$ cat config.mk
export PLATFORM = sky130hd
export DESIGN_NAME = pipeline_ctrl
export DESIGN_NICKNAME = d
export VERILOG_FILES = /design/src/rtl/pipeline_ctrl.sv
export SDC_FILE = /design/constraint.sdc
export NUM_CORES = 1
export LEC_CHECK = 0
export CAP_MARGIN = 20
export CORE_MARGIN = 8
export CORE_UTILIZATION = 35
export CTS_CLUSTER_SIZE = 30
export DETAILED_ROUTE_END_ITERATION = 8
export PLACE_DENSITY = 0.74
export SLEW_MARGIN = 0
export SYNTH_ARGS = -nofsm -noshare
export SYNTH_HDL_FRONTEND = slang
export SYNTH_SLANG_ARGS = --single-unit
export TNS_END_PERCENT = 30
$ cat constraint.sdc
create_clock -name clock -period 2.4 [get_ports clock]
set_input_delay 0.48 -clock clock [delete_from_list [all_inputs] [get_ports clock]]
set_output_delay 0.48 -clock clock [all_outputs]
set_load 0.01 [all_outputs]
$ cat src/rtl/pipeline_ctrl.sv
// Pipeline sequencer: stage enables/flushes, PC control and the data-memory
// request handshake. Handles load-use stalls, taken-branch flushes (branch
// resolved in MEM) and multi-cycle memory waits with a timeout abort.
module pipeline_ctrl #(
   parameter int unsigned REG_W       = 5,
   parameter int unsigned MEM_TIMEOUT = 16,
   parameter int unsigned CNT_W       = 16
) (
   input  logic             clock,
   input  logic             reset_n,
   input  logic [REG_W-1:0] if_id_rs,
   input  logic [REG_W-1:0] if_id_rt,
   input  logic             id_ex_memRead,
   input  logic [REG_W-1:0] id_ex_rt,
   input  logic             ex_mem_branch,
   input  logic             ex_mem_zero,
   input  logic             ex_mem_memRead,
   input  logic             ex_mem_memWrite,
   input  logic             mem_ready,
   output logic             mem_req,
   output logic             pc_write,
   output logic             pc_src,
   output logic             ifid_en,
   output logic             ifid_flush,
   output logic             idex_en,
   output logic             idex_flush,
   output logic             exmem_en,
   output logic             exmem_flush,
   output logic             memwb_en,
   output logic             mem_error,
   output logic [CNT_W-1:0] stall_count
);

   localparam int unsigned WaitW = (MEM_TIMEOUT > 2) ? $clog2(MEM_TIMEOUT) : 1;
   localparam logic [WaitW-1:0] WaitLast = WaitW'(MEM_TIMEOUT - 1);

   typedef enum logic [0:0] {StRun, StMemWait} state_t;

   state_t           stateQ, stateD;
   logic [WaitW-1:0] waitCntQ, waitCntD;
   logic             memErrorQ, memErrorD;
   logic [CNT_W-1:0] stallCountQ;

   logic memOp;
   logic taken;
   logic hazard;
   logic freeze;
   logic stalled;

   assign memOp  = ex_mem_memRead | ex_mem_memWrite;
   assign taken  = ex_mem_branch & ex_mem_zero;
   assign hazard = id_ex_memRead && (id_ex_rt != '0) &&
                   ((id_ex_rt == if_id_rs) || (id_ex_rt == if_id_rt));
   // A taken branch squashes the dependent instruction, so no bubble is counted then.
   assign stalled = freeze | (hazard & ~taken);

   // State register, wait counter, sticky error and stall counter.
   always_ff @(posedge clock or negedge reset_n) begin
      if (!reset_n) begin
         stateQ      <= StRun;
         waitCntQ    <= '0;
         memErrorQ   <= 1'b0;
         stallCountQ <= '0;
      end else begin
         stateQ    <= stateD;
         waitCntQ  <= waitCntD;
         memErrorQ <= memErrorD;
         if (stalled && (stallCountQ != '1)) begin
            stallCountQ <= stallCountQ + CNT_W'(1);
         end
      end
   end

   // Next-state logic and freeze decision for the memory handshake.
   always_comb begin
      stateD    = stateQ;
      waitCntD  = waitCntQ;
      memErrorD = memErrorQ;
      freeze    = 1'b0;
      unique case (stateQ)
         StRun: begin
            if (memOp && !mem_ready) begin
               freeze   = 1'b1;
               stateD   = StMemWait;
               waitCntD = WaitW'(1);
            end
         end
         StMemWait: begin
            if (mem_ready) begin
               stateD   = StRun;
               waitCntD = '0;
            end else if (waitCntQ == WaitLast) begin
               // Abort: drop the access and let the pipeline move on.
               memErrorD = 1'b1;
               stateD    = StRun;
               waitCntD  = '0;
            end else begin
               freeze   = 1'b1;
               waitCntD = waitCntQ + WaitW'(1);
            end
         end
         default: begin
            stateD   = StRun;
            waitCntD = '0;
         end
      endcase
   end

   // Control outputs: freeze beats branch flush beats load-use stall.
   always_comb begin
      mem_req     = 1'b0;
      pc_write    = 1'b0;
      pc_src      = 1'b0;
      ifid_en     = 1'b0;
      ifid_flush  = 1'b0;
      idex_en     = 1'b0;
      idex_flush  = 1'b0;
      exmem_en    = 1'b0;
      exmem_flush = 1'b0;
      memwb_en    = 1'b0;
      if (!reset_n) begin
         // Bubbles everywhere while reset is held.
         ifid_flush  = 1'b1;
         idex_flush  = 1'b1;
         exmem_flush = 1'b1;
      end else begin
         mem_req = memOp | (stateQ == StMemWait);
         if (!freeze) begin
            pc_write = 1'b1;
            ifid_en  = 1'b1;
            idex_en  = 1'b1;
            exmem_en = 1'b1;
            memwb_en = 1'b1;
            if (taken) begin
               pc_src      = 1'b1;
               ifid_flush  = 1'b1;
               idex_flush  = 1'b1;
               exmem_flush = 1'b1;
            end else if (hazard) begin
               pc_write   = 1'b0;
               ifid_en    = 1'b0;
               idex_flush = 1'b1;
            end
         end
      end
   end

   assign mem_error   = memErrorQ;
   assign stall_count = stallCountQ;

endmodule

==> run summary, run 1 <==
==========================================================================================
Netlist Area Pre-Place ......................................................   1290 sq um
Worst slack, placed .........................................................    -0.671 ns
Switching share of power ....................................................        29.4%
Total Routed Length .........................................................      3610 um
Number of nets in the finished design .......................................          221
Sum of negative setup slack .................................................         0 ns
Reported leakage power ......................................................     0.863 nW
Clock tree from TritonCTS ...................................................          yes
Sequential cell fraction of total power .....................................        39.5%
Clock sink count ............................................................           22
RSZ-0062 raised after global routing ........................................         true
Final worst hold slack ......................................................     0.502 ns
Critical path start-end classification ......................................       in2out
Maximum number of pins on one net before global-route repair ................           15
Layout Cell Area excl Fill ..................................................   1980 sq um
Die area ....................................................................   5870 sq um
Worst IR drop on VDD ........................................................     0.650 mV
Launch point of the worst hold path .........................................    mem_error
Cell type contributing the most total cell area after synthesis ............. sky130_fd_sc_hd__dfrtp_1
Antenna violations before repair ............................................            0
Count of synthesis-stage warnings from yosys ................................            0
Buffer type at the clock tree root .......................................... sky130_fd_sc_hd__clkbuf_8
Clock period minus worst slack ..............................................      2.38 ns
Wire length of the first global-routing pass ................................      6000 um
Maximum frequency from static timing analysis ...............................    0.420 GHz
Synth top area cells ........................................................ sky130_fd_sc_hd__dfrtp_1 (43%), sky130_fd_sc_hd__xnor2_1 (15%), sky130_fd_sc_hd__nand2_1 (3.2%), sky130_fd_sc_hd__nand3_1 (3.1%), sky130_fd_sc_hd__nand4_1 (2.9%)
Height of the chip ..........................................................      76.6 um
Reg2Reg Launch Point ........................................................  waitCntQ[0]
Hold-fix buffers, CTS .......................................................            0
Seq/Total Area, Yosys .......................................................        42.8%
Net Switching ...............................................................     0.383 mW
Share of the clock period used by the worst path after layout ...............        99.1%
Pwr dens ....................................................................  655 nW/um^2
Outcome ..................................................................... finished, final reports clean
Internal cell power .........................................................     0.917 mW
# IOs .......................................................................           50
Slew @ Worst Pin ............................................................     0.451 ns
Initial Utilization .........................................................        35.7%
Fraction of final layout cells sized beyond drive strength 1 ................        20.0%
Number of global-route vias before repair ...................................         1274
Final-layout fill cell count ................................................          318
Insertion delay of the later-clocked pin in the worst-skew pair .............      0.26 ns
Final count of pins violating max slew ......................................            0
Half-perimeter wire length after placement ..................................      2900 um
Antenna cells ...............................................................            0
Proportion of power drawn by combinational gates ............................        34.2%
CTS max path bufs ...........................................................            2
Routed vias/inst ............................................................         5.00
Max FO, Critical Path .......................................................            2
Total GRT Usage .............................................................        12.2%
Number of synthesized register bits .........................................           22
Setup crit start kind .......................................................    input pin
Type of the tightest min-delay check ........................................      reg2reg
Global-route congestion overflow total ......................................            0
Final Hold Violating Endpoints ..............................................            0
H-tree depth ................................................................            1
DIE WIDTH ...................................................................      76.6 um
Post-Synthesis Net Count ....................................................          154
Number of detailed-routing iterations run before antenna repair .............            4
Start point of the critical path ............................................  id_ex_rt[3]
Number of cells produced by synthesis .......................................          129
# setup viols final .........................................................            0
Number of remaining DRC errors ..............................................            0
Area grow syn2layout ........................................................        54.3%
Post-synth cell types .......................................................           36
Max-cap check violation count ...............................................            0
Wire per inst ...............................................................      14.8 um
Clock tree skew after final layout ..........................................   0.00207 ns
Routability cong. ...........................................................        0.849
TritonCTS buffer count ......................................................            3
Clock power frac ............................................................        26.3%
Cell Rows ...................................................................           22
Port-buffer cells ...........................................................           49
Post-layout worst setup margin ..............................................    0.0210 ns
Required time of the worst setup path .......................................      1.92 ns
Max-Slew Margin vs Limit ....................................................        69.7%
Area share of the largest cell type after synthesis .........................        42.8%
Initial drt markers .........................................................           34
Post-route ant nets .........................................................            0
Post-placement cell area ....................................................   1920 sq um
Core box area ...............................................................   3610 sq um
Type of destination of the critical path ....................................  output port
Clock edge transition at the registers on the reported setup and hold paths .      0.08 ns
Vias ........................................................................         1216
Syn Area/Cell ...............................................................   9.97 sq um
Critical path data arrival time .............................................      1.90 ns
Setup slack of the most critical reg-to-reg path ............................      0.59 ns
==========================================================================================
[power groups by stage]
stage / sequential (mW) / clock [mW] / combinational (mW)
CTS: 0.515 / 0.349 / 0.448
detailed placement: 0.519 / 0 / 0.454
finish: 0.514 / 0.342 / 0.445
global route: 0.527 / 0.364 / 0.487
global placement: 0.513 / 0 / 0.442
floorplan: 0.528 / 0 / 0.198
[path summary, 6_finish.rpt]
| path | end | cells past startpoint |
|---|---|---|
| max | idex_flush | 7 |
| max in group asynchronous | stall_count[13] | 3 |
| min in group asynchronous | mem_error | 2 |
| min | mem_error | 1 |
| max reg2reg | stall_count[10] | 9 |
| min reg2reg | mem_error | 1 |
[cell usage in the layout (no fill, tap or decap), types with 3 or more instances in the layout]
cell type                          n
sky130_fd_sc_hd__and3_1            3
sky130_fd_sc_hd__buf_2             6
sky130_fd_sc_hd__buf_4            18
sky130_fd_sc_hd__clkbuf_8          3
sky130_fd_sc_hd__clkdlybuf4s50_1  32
sky130_fd_sc_hd__dfrtp_1          22
sky130_fd_sc_hd__dlygate4sd2_1     8
sky130_fd_sc_hd__nand2_1          10
sky130_fd_sc_hd__nand3_1           8
sky130_fd_sc_hd__nand4_1           6
sky130_fd_sc_hd__nor2_1           10
sky130_fd_sc_hd__o21ai_0           3
sky130_fd_sc_hd__xnor2_1          22
sky130_fd_sc_hd__xor2_1            4
[per-layer routing]
metal | part of all wire [%] | vias up | track usage (%)
met1 | 42 | 601 | 13.1
met5 | 0 | - | 0
met3 | 4.5 | 4 | 4.25
met2 | 53 | 22 | 21.9
met4 | 1.0 | 0 | 3.46
li1 | - | 589 | -
[worst max-delay path: stages]
cell                            delay (ns)
sky130_fd_sc_hd__dlygate4sd2_1        0.24
sky130_fd_sc_hd__or4_4                0.48
sky130_fd_sc_hd__o21a_1               0.19
sky130_fd_sc_hd__and2_4               0.15
sky130_fd_sc_hd__a21oi_2              0.11
sky130_fd_sc_hd__o21ai_1              0.09
sky130_fd_sc_hd__buf_2                0.15
[area by class of cell]
cell class                      instances  area [sq um]  share of cell area, %
Multi-Input combinational cell        101           711                   35.8
Timing Repair Buffer                   67           588                   29.6
Sequential cell                        22           551                   27.7
Tap cell                               48          60.1                   3.03
Clock buffer                            3          41.3                   2.08
Clock inverter                          1          30.0                   1.51
Inverter                                1          3.75                  0.189
[per-stage QoR]
stage / total power, mW / utilization [%] / cells
finish: 1.30 / 55.0 / 243
global route: 1.38 / 55.0 / 243
CTS: 1.31 / 54.6 / 243
detailed placement: 0.973 / 53.1 / 237
global placement: 0.955 / 53.1 / 237
floorplan: 0.726 / - / 129
[cell families after synthesis]
logic type / Yosys count / share of synthesized area (%)
compound gates: 21 / 11.7
fa+ha+maj: 2 / 1.95
mux: 1 / 1.17
buf+inv: 6 / 3.50
simple gates: 51 / 21.2
flops: 22 / 42.8
xor+xnor: 26 / 17.7
[cell usage after synthesis (all sizes together)]
master and instances:
xor2 4, a31o 1, nand2b 2, nor2b 1
xnor2 22, or4 1, a22oi 1, a211oi 1
inv 1, and2b 1, a22o 2, o211ai 2
ha 2, nand4b 2, buf 5, dfrtp 22
or2 1, o22ai 2, o31a 1, nand3b 1
nor3 2, and3 3, mux2 1, nand3 8
o21a 1, a31oi 1, o21ai 5, and2 1
a21oi 3, nor2 10, nand4 6, a41o 1
nand2 12
[flip-flops by register name (all words and copies together) (netlist names)]
name / flops
stall_count: 16
waitCntQ: 4
mem_error: 1
stateQ: 1
[what timing repair did]
item	4_1_cts	5_1_grt
endpoints found under the setup margin	9	3
pin swaps	4	5
hold endpoints to repair	0	0
buffers inserted	2	0
resized for setup	39	6
(Power assumes the default switching activity.)
==> run 2, diff against run 1 <==
- PLACE_DENSITY: 0.74 -> default
- PLACE_DENSITY_LB_ADDON: default -> 0.12
==> run 2 against run 1 <==
  * Register-to-register slack got worse by 0.07 ns
  * Critical endpoint unchanged
  * Clock skew about the same
  * Largest power group unchanged
  * Non-clock buffer count grew 1
  * Largest cell class unchanged
  * Utilization fell by 0.45 points
  * Die area unchanged
==> run summary, run 2 (synthesis results as in run 1) <==
==========================================================================================
Area occupied by registers ..................................................    551 sq um   unchanged
Routed vias/inst ............................................................         4.95   was 5.00
Final-layout fill cell count ................................................          362   was 318
Type of the tightest min-delay check ........................................      reg2reg   unchanged
Area occupied by multi-input gates ..........................................    711 sq um   unchanged
Die area ....................................................................   5870 sq um   unchanged
Number of global-route vias before repair ...................................         1242   was 1274
Insertion delay of the later-clocked pin in the worst-skew pair .............      0.26 ns   about the same
# IOs .......................................................................           50   unchanged
Internal cell power .........................................................     0.810 mW   was 0.917 mW
Clock sink count ............................................................           22   unchanged
Wire per inst ...............................................................      14.2 um   was 14.8 um
Hold-fix buffers, CTS .......................................................            0   unchanged
Maximum frequency from static timing analysis ...............................    0.423 GHz   was 0.420 GHz
Setup crit start kind .......................................................    input pin   unchanged
Half-perimeter wire length after placement ..................................      2850 um   was 2900 um
Final Total Pwr .............................................................      1.19 mW   was 1.30 mW
Commonest non-fill, non-tap cells in the layout ............................. sky130_fd_sc_hd__clkdlybuf4s50_1 (33), sky130_fd_sc_hd__xnor2_1 (22), sky130_fd_sc_hd__dfrtp_1 (22)   was sky130_fd_sc_hd__clkdlybuf4s50_1 (32), sky130_fd_sc_hd__xnor2_1 (22), sky130_fd_sc_hd__dfrtp_1 (22)
Worst IR drop on VDD ........................................................     0.403 mV   was 0.650 mV
Post-layout worst setup margin ..............................................    0.0369 ns   was 0.0210 ns
Antenna violations before repair ............................................            0   unchanged
Vias ........................................................................         1204   was 1216
H-tree depth ................................................................            1   unchanged
Total GRT Usage .............................................................        11.7%   was 12.2%
Sequential cell fraction of total power .....................................        43.1%   was 39.5%
Clock period minus worst slack ..............................................      2.36 ns   was 2.38 ns
Pwr dens ....................................................................  603 nW/um^2   was 655 nW/um^2
# setup viols final .........................................................            0   unchanged
Total Routed Length .........................................................      3460 um   was 3610 um
Most common cell after layout, fill and taps aside .......................... sky130_fd_sc_hd__clkdlybuf4s50_1   unchanged
Worst slack, placed .........................................................    -0.667 ns   was -0.671 ns
Outcome ..................................................................... finished, final reports clean   unchanged
Sum of negative setup slack .................................................         0 ns   unchanged
Reported leakage power ......................................................     0.856 nW   was 0.863 nW
Fraction of final layout cells sized beyond drive strength 1 ................        20.0%   unchanged
Required time of the worst setup path .......................................      1.92 ns   about the same
Clock edge transition at the registers on the reported setup and hold paths .      0.07 ns   was 0.08 ns
Post-route ant nets .........................................................            0   unchanged
DIE WIDTH ...................................................................      76.6 um   unchanged
Clock tree from TritonCTS ...................................................          yes   unchanged
Height of the chip ..........................................................      76.6 um   unchanged
Type of destination of the critical path ....................................  output port   unchanged
Critical path start-end classification ......................................       in2out   unchanged
Proportion of power drawn by combinational gates ............................        37.9%   was 34.2%
Initial drt markers .........................................................           63   was 34
Number of nets in the finished design .......................................          222   was 221
Clock power frac ............................................................        19.0%   was 26.3%
Max-cap check violation count ...............................................            0   unchanged
Final count of pins violating max slew ......................................            0   unchanged
Critical path data arrival time .............................................      1.88 ns   was 1.90 ns
Post-placement cell count ...................................................          237   unchanged
Number of detailed-routing iterations run before antenna repair .............            4   unchanged
Number of remaining DRC errors ..............................................            0   unchanged
TritonCTS buffer count ......................................................            3   unchanged
Antenna cells ...............................................................            0   unchanged
Max FO, Critical Path .......................................................            2   unchanged
Initial Utilization .........................................................        35.7%   unchanged
Wire length of the first global-routing pass ................................      5750 um   was 6000 um
Post-route non-filler standard cell count ...................................          243   unchanged
Area grow syn2layout ........................................................        53.0%   was 54.3%
Clock tree skew after final layout ..........................................   0.00246 ns   was 0.00207 ns
Cell Rows ...................................................................           22   unchanged
Slew @ Worst Pin ............................................................     0.514 ns   was 0.451 ns
CTS max path bufs ...........................................................            2   unchanged
Buffer type at the clock tree root .......................................... sky130_fd_sc_hd__clkbuf_8   unchanged
Global-route congestion overflow total ......................................            0   unchanged
Maximum number of pins on one net before global-route repair ................           15   unchanged
Largest register FFs ........................................................           16   unchanged
Share of the clock period used by the worst path after layout ...............        98.5%   was 99.1%
Utilization after layout ....................................................        54.6%   was 55.0%
Port-buffer cells ...........................................................           49   unchanged
RSZ-0062 raised after global routing ........................................         true   unchanged
Net Switching ...............................................................     0.376 mW   was 0.383 mW
Routability cong. ...........................................................        0.753   was 0.849
Core box area ...............................................................   3610 sq um   unchanged
Final Hold Violating Endpoints ..............................................            0   unchanged
Switching share of power ....................................................        31.7%   was 29.4%
Max-Slew Margin vs Limit ....................................................        65.5%   was 69.7%
==========================================================================================
run 2: area by class of cell:
| cell class | instances | area share, % |
|---|---|---|
| inverter | 1 | 0.191 |
| timing repair buffer | 68 | 30.6 |
| tap | 48 | 3.05 |
| clock buffer | 3 | 2.10 |
| sequential | 22 | 28.0 |
| multi-input combinational | 101 | 36.1 |
run 2: layer usage:
metal	wire, um	GRT usage [%]	vias up
met5	0	0	-
met4	36	4.04	0
met3	246	4.60	4
met2	1700	20.2	32
met1	1470	12.6	579
li1	-	-	589
run 2: per-stage QoR:
| step | area (sq um) | hold slack, ns |
|---|---|---|
| floorplan | 1290 | 0.184 |
| global placement | 1920 | 0.452 |
| detailed placement | 1920 | 0.462 |
| CTS | 1960 | 0.476 |
| global route | 1970 | 0.500 |
| finish | 1970 | 0.471 |
run 2: worst max-delay path: stages:
cell	delay, ns
sky130_fd_sc_hd__dlygate4sd2_1	0.25
sky130_fd_sc_hd__or4_4	0.49
sky130_fd_sc_hd__o21a_1	0.20
sky130_fd_sc_hd__and2_4	0.15
sky130_fd_sc_hd__a21oi_2	0.10
sky130_fd_sc_hd__o21ai_1	0.07
sky130_fd_sc_hd__buf_2	0.14
run 2: timing repair:
action	CTS	global route
setup endpoints to repair	9	9
pin swaps	4	4
gates resized for setup	30	12
setup buffers	2	1
cloned	0	0
run 2: worst paths after layout:
kind                                       end  cells after the start         from  slack, ns
min in group asynchronous            mem_error                      2      reset_n       0.62
worst max register to register  stall_count[8]                      9  waitCntQ[0]       0.52
max in group asynchronous       stall_count[7]                      3      reset_n       1.57
worst min register to register       mem_error                      1    mem_error       0.47
worst max-delay path                idex_flush                      7  id_ex_rt[3]       0.04
worst min-delay path                 mem_error                      1    mem_error       0.47
run 2: power groups by stage:
stage	Sequential, mW	Combinational (mW)	Clock [mW]
global route	0.525	0.484	0.247
floorplan	0.528	0.198	0
CTS	0.512	0.457	0.232
finish	0.511	0.450	0.225
global placement	0.514	0.443	0
detailed placement	0.519	0.460	0
